==> config.mk <==
export PLATFORM = sky130hd
export DESIGN_NAME = fetch_queue
export DESIGN_NICKNAME = d
export VERILOG_FILES = /design/src/rtl/fetch_queue.sv
export SDC_FILE = /design/constraint.sdc
export NUM_CORES = 1
export LEC_CHECK = 0
export CAP_MARGIN = 20
export CORE_ASPECT_RATIO = 1.75
export CORE_UTILIZATION = 35
export DETAILED_ROUTE_END_ITERATION = 12
export MAX_ROUTING_LAYER = met4
export PLACE_DENSITY = 0.56
export SYNTH_ARGS = -nofsm -noshare
export SYNTH_HDL_FRONTEND = slang
export SYNTH_SLANG_ARGS = --single-unit
==> constraint.sdc <==
create_clock -name clk -period 3.3 [get_ports clk]
set_input_delay 0.66 -clock clk [delete_from_list [all_inputs] [get_ports clk]]
set_output_delay 0.66 -clock clk [all_outputs]
set_load 0.05 [all_outputs]
==> src/rtl/fetch_queue.sv <==
// Decoupled instruction fetch: owns the fetch PC, keeps one icache request in flight,
// and buffers fetched {pc, instr} pairs in a circular queue ahead of IF/ID.
module fetch_queue #(
    parameter int              DEPTH    = 4,
    parameter int              XLEN     = 32,
    parameter logic [XLEN-1:0] RESET_PC = 32'h00000060
) (
    input  logic                       clk,
    input  logic                       rst,
    output logic                       icache_read,
    output logic [XLEN-1:0]            icache_addr,
    input  logic [31:0]                icache_rdata,
    input  logic                       icache_resp,
    input  logic                       redirect,
    input  logic [XLEN-1:0]            redirect_pc,
    input  logic                       deq_ready,
    output logic                       deq_valid,
    output logic [31:0]                deq_instr,
    output logic [XLEN-1:0]            deq_pc,
    output logic [$clog2(DEPTH+1)-1:0] count
);

    localparam int PW = $clog2(DEPTH);
    localparam int CW = $clog2(DEPTH + 1);
    localparam logic [CW-1:0] DEPTH_C = CW'(DEPTH);

    typedef enum logic [1:0] {
        IDLE,
        FETCH,
        DRAIN
    } state_t;

    state_t          state_q, state_d;
    logic [XLEN-1:0] fetch_pc_q, fetch_pc_d;
    logic [XLEN-1:0] pending_pc_q, pending_pc_d;
    logic [PW-1:0]   head_q, head_d;
    logic [PW-1:0]   tail_q, tail_d;
    logic [CW-1:0]   count_q, count_d;

    logic [XLEN-1:0] pc_mem    [DEPTH];
    logic [31:0]     instr_mem [DEPTH];

    logic empty;
    logic enq;
    logic deq;

    assign empty = (count_q == '0);
    assign enq   = (state_q == FETCH) && icache_resp && !redirect;
    assign deq   = !empty && deq_ready && !redirect;

    // A redirect flushes the queue and suppresses that cycle's enqueue/dequeue.
    always_comb begin
        head_d  = head_q;
        tail_d  = tail_q;
        count_d = count_q;
        if (redirect) begin
            head_d  = '0;
            tail_d  = '0;
            count_d = '0;
        end else begin
            if (enq) tail_d = tail_q + PW'(1);
            if (deq) head_d = head_q + PW'(1);
            if (enq && !deq) begin
                count_d = count_q + CW'(1);
            end else if (!enq && deq) begin
                count_d = count_q - CW'(1);
            end
        end
    end

    always_comb begin
        state_d      = state_q;
        fetch_pc_d   = fetch_pc_q;
        pending_pc_d = pending_pc_q;
        case (state_q)
            IDLE: begin
                if (redirect) begin
                    fetch_pc_d = redirect_pc;
                end else if (count_q < DEPTH_C) begin
                    state_d = FETCH;
                end
            end
            FETCH: begin
                if (redirect) begin
                    if (icache_resp) begin
                        fetch_pc_d = redirect_pc;
                    end else begin
                        // Keep the address stable until the outstanding response arrives.
                        pending_pc_d = redirect_pc;
                        state_d      = DRAIN;
                    end
                end else if (icache_resp) begin
                    fetch_pc_d = fetch_pc_q + XLEN'(4);
                    state_d    = (count_d < DEPTH_C) ? FETCH : IDLE;
                end
            end
            DRAIN: begin
                if (icache_resp) begin
                    fetch_pc_d = redirect ? redirect_pc : pending_pc_q;
                    state_d    = FETCH;
                end else if (redirect) begin
                    pending_pc_d = redirect_pc;
                end
            end
            default: state_d = IDLE;
        endcase
    end

    always_ff @(posedge clk or posedge rst) begin
        if (rst) begin
            state_q      <= IDLE;
            fetch_pc_q   <= RESET_PC;
            pending_pc_q <= '0;
            head_q       <= '0;
            tail_q       <= '0;
            count_q      <= '0;
        end else begin
            state_q      <= state_d;
            fetch_pc_q   <= fetch_pc_d;
            pending_pc_q <= pending_pc_d;
            head_q       <= head_d;
            tail_q       <= tail_d;
            count_q      <= count_d;
        end
    end

    // Payload storage needs no reset; outputs are masked while the queue is empty.
    always_ff @(posedge clk) begin
        if (enq) begin
            pc_mem[tail_q]    <= fetch_pc_q;
            instr_mem[tail_q] <= icache_rdata;
        end
    end

    assign icache_read = (state_q != IDLE);
    assign icache_addr = fetch_pc_q;
    assign deq_valid   = !empty;
    assign deq_instr   = empty ? '0 : instr_mem[head_q];
    assign deq_pc      = empty ? '0 : pc_mem[head_q];
    assign count       = count_q;

endmodule
# After elaboration in Yosys (flattened, before gate mapping)
# Memories as Yosys holds them, arrays and structs flattened.
# Cells that the tools add are included.
# Widths: inputs -> output; s select.
# word_totals
reg_bits,73
latch_bits,0
ramBits,256
mem_bits_ro,0
input_bits,69
out_inout_bits,101
elab_cells,77
n_memories,2
# mem_list
memory,depth,width,read_ports,rd_ports_with_merged_regs,wr,line,rtl
instr_mem,4,32,1,0,1,41,logic [31:0] instr_mem [DEPTH];
pc_mem,4,32,1,0,1,40,logic [XLEN-1:0] pc_mem [DEPTH];
# op_classes
addsub,5
mul,0
div,0
magnitude_cmp,2
eq_ne,12
shift,0
mux,30
bitwise,0
reduce_logical,20
# ops
cell,count
$mux 32,11
$pmux 32 s3,1
$pmux 32 s2,1
$add 32x3->32 const B,1
$mux 2,10
$ne 2x2->1 const B,8
$mux 3,3
$reduce_and 4->1,2
$reduce_bool 2->1,4
$logic_and 1x1->1,6
$lt 3x3->1 const B,2
$ne 3x3->1 const B,2
$pmux 2 s3,1
$reduce_and 5->1,1
$add 2x1->2 const B,2
$logic_not 1->1,4
$add 3x1->3 const B,1
$logic_not 3->1,1
$mux 1,3
$reduce_bool 3->1,1
$sub 3x1->3 const B,1
$eq 2x1->1 const B,1
$eq 2x2->1 const B,1
$logic_not 2->1,1

# Depth between registers and ports, before layout
# depth
ltp_word,13
ltp_mapped,9

# Worst setup path before layout
# Ideal clock, no wire load.
# synth_path
path_type,reg-to-reg
startpoint,register state_q[1]
endpoint,memory instr_mem[0][0] (enable)
setup_time_ps,429
arrival_time_ps,2888
setup_slack_ps,-17
stages_incl_launch_ff,7
path_cell_list,dfrtp_1 > inv_1 > ha_1 > nor2b_1 > clkbuf_1 > clkbuf_1 > and3_1
# synth_via
elab_chain_len,5
# synth_lines
item,line,rtl
from (decl),33,"state_t state_q, state_d;"
from (signal assigned),118,state_q <= state_d;
$eq 2x1->1,48,assign enq = (state_q == FETCH) && icache_resp && !redirect;
$logic_and 1x1->1 (2 in a row),48,
$mux 1,129,if (enq) begin
$mux 1 (implied by the code),131,instr_mem[tail_q] <= icache_rdata;
to (decl),41,
# Every way passes these cells.

# Worst setup path in the final report
# layout_path
startpoint,register count_q[0] (netlist: count[0])
endpoint,output deq_instr[8]
# layout_via
elab_chain_len,2
# layout_lines
item,line,rtl
from (decl),38,"logic [CW-1:0] count_q, count_d;"
from (signal assigned),123,count_q <= count_d;
$logic_not 3->1,47,assign empty = (count_q == '0);
$mux 32,138,assign deq_instr = empty ? '0 : instr_mem[head_q];
to (decl),18,"output logic [31:0] deq_instr,"
# Every way passes these cells.

==> reports/results.tsv <==
stage	metric	value	unit
synth	Synth Instances	895	
flow_run	MaxCap Viol Count	0	
worst_setup_path	crit-path cells	inv_1, ha_1, nand2b_4, and2_1, clkdlybuf4s50_1	
synth	cells taking the most area after synthesis	edfxtp_1 54%, dfrtp_1 12%, mux4_2 10%, mux2_2 4.0%, and2_1 2.9%	
worst_setup_path	CP endpoint kind	primary output	
detailed_routing	routed vias	8556	
worst_setup_path	Crit path max-delay family	buffers and inverters	
placed_design	buffers added on ports	169	
cells_and_area	Finished Cell Area	0.0177	mm^2
placed_design	placer congestion estimate	0.777	
global_routing	global-route wire length before repair	52700	um
placed_design	Post-Place Cells	1584	
global_routing	Total GRT Usage	17.1	%
pwr	combinational share of power	42.4	%
synth	mapped cell area	0.0143	mm^2
synth	Synth Register Bits	329	
timing	Setup TNS Final	0	ns
worst_setup_path	maximum fanout along the worst path	18	
placed_design	Placement Cell Area	0.0167	mm^2
timing	Hold Vio Cnt, Final	0	
timing	period utilization	96.6	%
clock_network	Clock transition at path regs	0.07	ns
outcome	outcome	complete, no violations	
clock_network	clock root cell	clkbuf_16	
synth	syn nets	977	
global_routing	number of global-route vias before repair	8868	
clock_network	CTS Hold Bufs	0	
synth	Primary FF master, synth	edfxtp_1	
detailed_routing	drt total wl	34300	um
die	# IOs	170	
synth	Syn Area/Cell	16.0	um^2
cells_and_area	nets	1154	
pwr	leakage power	0.00614	uW
clock_network	clk sinks	329	
timing	max-slew violations	0	
global_routing	largest net degree at the start of global routing	46	
pwr	switch share	39.9	%
synth	post-synth top area share	53.8	%
synth	Yosys Warn Count	0	
synth	count leader, synth	edfxtp_1	
worst_setup_path	FF-to-FF Start	state_q[1]$_DFFE_PP0P_	
die	# rows	97	
pwr	NetSw	6610	uW
worst_setup_path	CP max stage cell	clkdlybuf4s50_1	
synth	Post-synth top cells	256 x edfxtp_1, 71 x dfrtp_1, 66 x and2_1	
worst_hold_path	worst hold-check path type	primary input to asynchronous set/reset pin	
pwr	Flop pwr share	36.2	%
timing	worst clock skew	0.0163	ns
pwr	Int Pwr	9950	uW
detailed_routing	DRT Pass-1 Iters	6	
detailed_routing	vias per cell	5.22	
worst_setup_path	worst setup path category	register to primary output	
synth	library cells used by synthesis	61	
synth	post-synthesis sequential area ratio	66.6	%
detailed_routing	Residual DRC	0	
pwr	Clock power frac	21.4	%
cells_and_area	non-filler cells, final	1640	
synth	asr flop ratio synth	22.2	%
timing	Slew HR	48.0	%
timing	final period demand of the worst path	3.19	ns
clock_network	clk buf depth	3	
pwr	PwrDens	935	mW/mm^2
die	Core ar.	0.0402	mm^2
clock_network	Clock Latency Late Sink	0.57	ns
clock_network	CTS tree	yes	
worst_setup_path	CP max stage delay	0.80	ns
detailed_routing	Starting DRT DRC Count	765	
global_routing	grt total ovfl	0	
cells_and_area	layout overhead on the synthesized area	23.9	%
worst_setup_path	FF-to-FF setup slack	0.72	ns
placed_design	placed wire-length estimate	23500	um
die	die outline width	155	um
worst_setup_path	CP arrival	2.53	ns
worst_setup_path	WP buf/inv	2	
global_routing	antenna violations before repair	0	
pwr	Max IR drop VDD	0.429	mV
cells_and_area	ratio of cells with drive above 1 in the final layout	24.6	%
timing	Worst Max-Slew Pin Slew	0.780	ns
timing	Highest Clock Rate	314	MHz
cells_and_area	diode count	0	
synth	Post-synth EDFFs	256	
timing	# setup viols final	0	
worst_setup_path	startpoint types	register	
die	die height	269	um
synth	cell taking the most area after synthesis	edfxtp_1	
clock_network	CTS buffer count	30	
die	die area	0.0417	mm^2
pwr	Total Power	16600	uW
die	initial core utilization	35.6	%
timing	RSZ-0062 raised after global routing	no	
clock_network	H-tree depth	1	
worst_setup_path	worst flop-to-flop path endpoint	icache_addr[5]$_DFFE_PP1P_	
worst_setup_path	reg2reg path depth	8	
detailed_routing	DR WL/cell	20.9	um
detailed_routing	post-route ant nets	0	
worst_setup_path	Required @ worst endpoint	2.64	ns
clock_network	post-CTS setup buffers	0	
-- area by class of cell --
type	instances	area (um^2)
clock inverter	20	209
sequential	329	9520
fill	3564	22500
timing repair buffer	203	1960
tap	544	681
multi-input combinational	496	4490
clock buffer	36	795
inverter	12	45.0
-- how the worst max path moves through the flow --
stage | start | to | slack (ns) | cells past startpoint
after floorplan | count[0]$_DFFE_PP0P_ | deq_pc[22] | 0.44 | 5
after global placement | icache_resp | icache_addr[27]$_DFFE_PP0P_ | 0.52 | 6
after detailed placement | icache_resp | icache_addr[27]$_DFFE_PP0P_ | 0.48 | 6
after CTS | count[0]$_DFFE_PP0P_ | deq_instr[10] | 0.04 | 5
after global routing | count[0]$_DFFE_PP0P_ | deq_instr[11] | 0.02 | 5
final | count[0]$_DFFE_PP0P_ | deq_instr[8] | 0.11 | 5
-- layout by cell type, fill, tap and decap left out, types with 5 or more instances in the layout --
cell | synthesis | routed
mux4_2 | 64 | 64
ha_1 | 13 | 13
inv_1 | 11 | 10
o21ai_0 | 60 | 60
nor3_1 | 9 | 9
nand4_1 | 8 | 8
a31oi_1 | 10 | 10
buf_12 | 0 | 13
nor2_1 | 33 | 33
edfxtp_1 | 256 | 256
nand2_1 | 28 | 28
mux2_2 | 51 | 51
clkinv_1 | 1 | 8
clkbuf_1 | 31 | 5
clkbuf_16 | 0 | 31
a21oi_1 | 16 | 16
nand3_1 | 10 | 10
and3_1 | 15 | 11
a221oi_1 | 6 | 6
buf_4 | 1 | 80
clkdlybuf4s50_1 | 0 | 108
xnor2_1 | 5 | 5
a222oi_1 | 5 | 5
xor2_1 | 5 | 5
a22oi_1 | 12 | 12
and2_1 | 66 | 66
dfrtp_1 | 71 | 69
a22o_1 | 19 | 19
-- metal layers --
layer	GRT usage (%)	part of all wire [%]	vias up
met5	-	0	-
met1	18.3	38	4328
met2	31.9	55	274
met4	6.18	2.8	0
li1	-	-	3899
met3	1.98	4.1	55
-- power groups by stage --
stage	combinational, uW	clock, uW	sequential, uW
CTS	7120	3650	6010
global placement	7070	0	6060
detailed placement	7100	0	6100
global route	7450	3760	6100
finish	7020	3540	6000
floorplan	4310	0	6450
-- logic make-up (layout without fill, tap and decap cells) --
| family | count (synthesis) | count (layout) | share of synthesized area [%] |
|---|---|---|---|
| buf+inv | 70 | 271 | 2.21 |
| flops | 329 | 329 | 66.6 |
| simple gates | 187 | 187 | 7.20 |
| compound gates | 169 | 169 | 8.03 |
| xor+xnor | 10 | 10 | 0.613 |
| fa+ha+maj | 13 | 13 | 1.14 |
| mux | 117 | 117 | 14.2 |
-- what timing repair did --
| item | in CTS | in global routing |
|---|---|---|
| resized for setup | 1 | 1 |
| setup endpoints to repair | 5 | 1 |
| gates cloned | 0 | 0 |
-- state kept, by name, summed over array words and instances (netlist names) --
register,count
pc_mem,128
pending_pc_q,32
count,3
instr_mem,128
tail_q,2
head_q,2
icache_addr,32
state_q,2
-- stage by stage --
stage | util, % | worst slack, ns | hold WS (ns)
2_1_floorplan | - | 0.438 | 0.475
3_3_place_gp | 41.6 | 0.519 | 0.484
3_5_place_dp | 41.6 | 0.485 | 0.491
4_1_cts | 44.1 | 0.0366 | 0.477
5_1_grt | 44.1 | 0.0207 | 0.505
6_report | 44.1 | 0.111 | 0.501
Power figures use the tool's default switching activity.
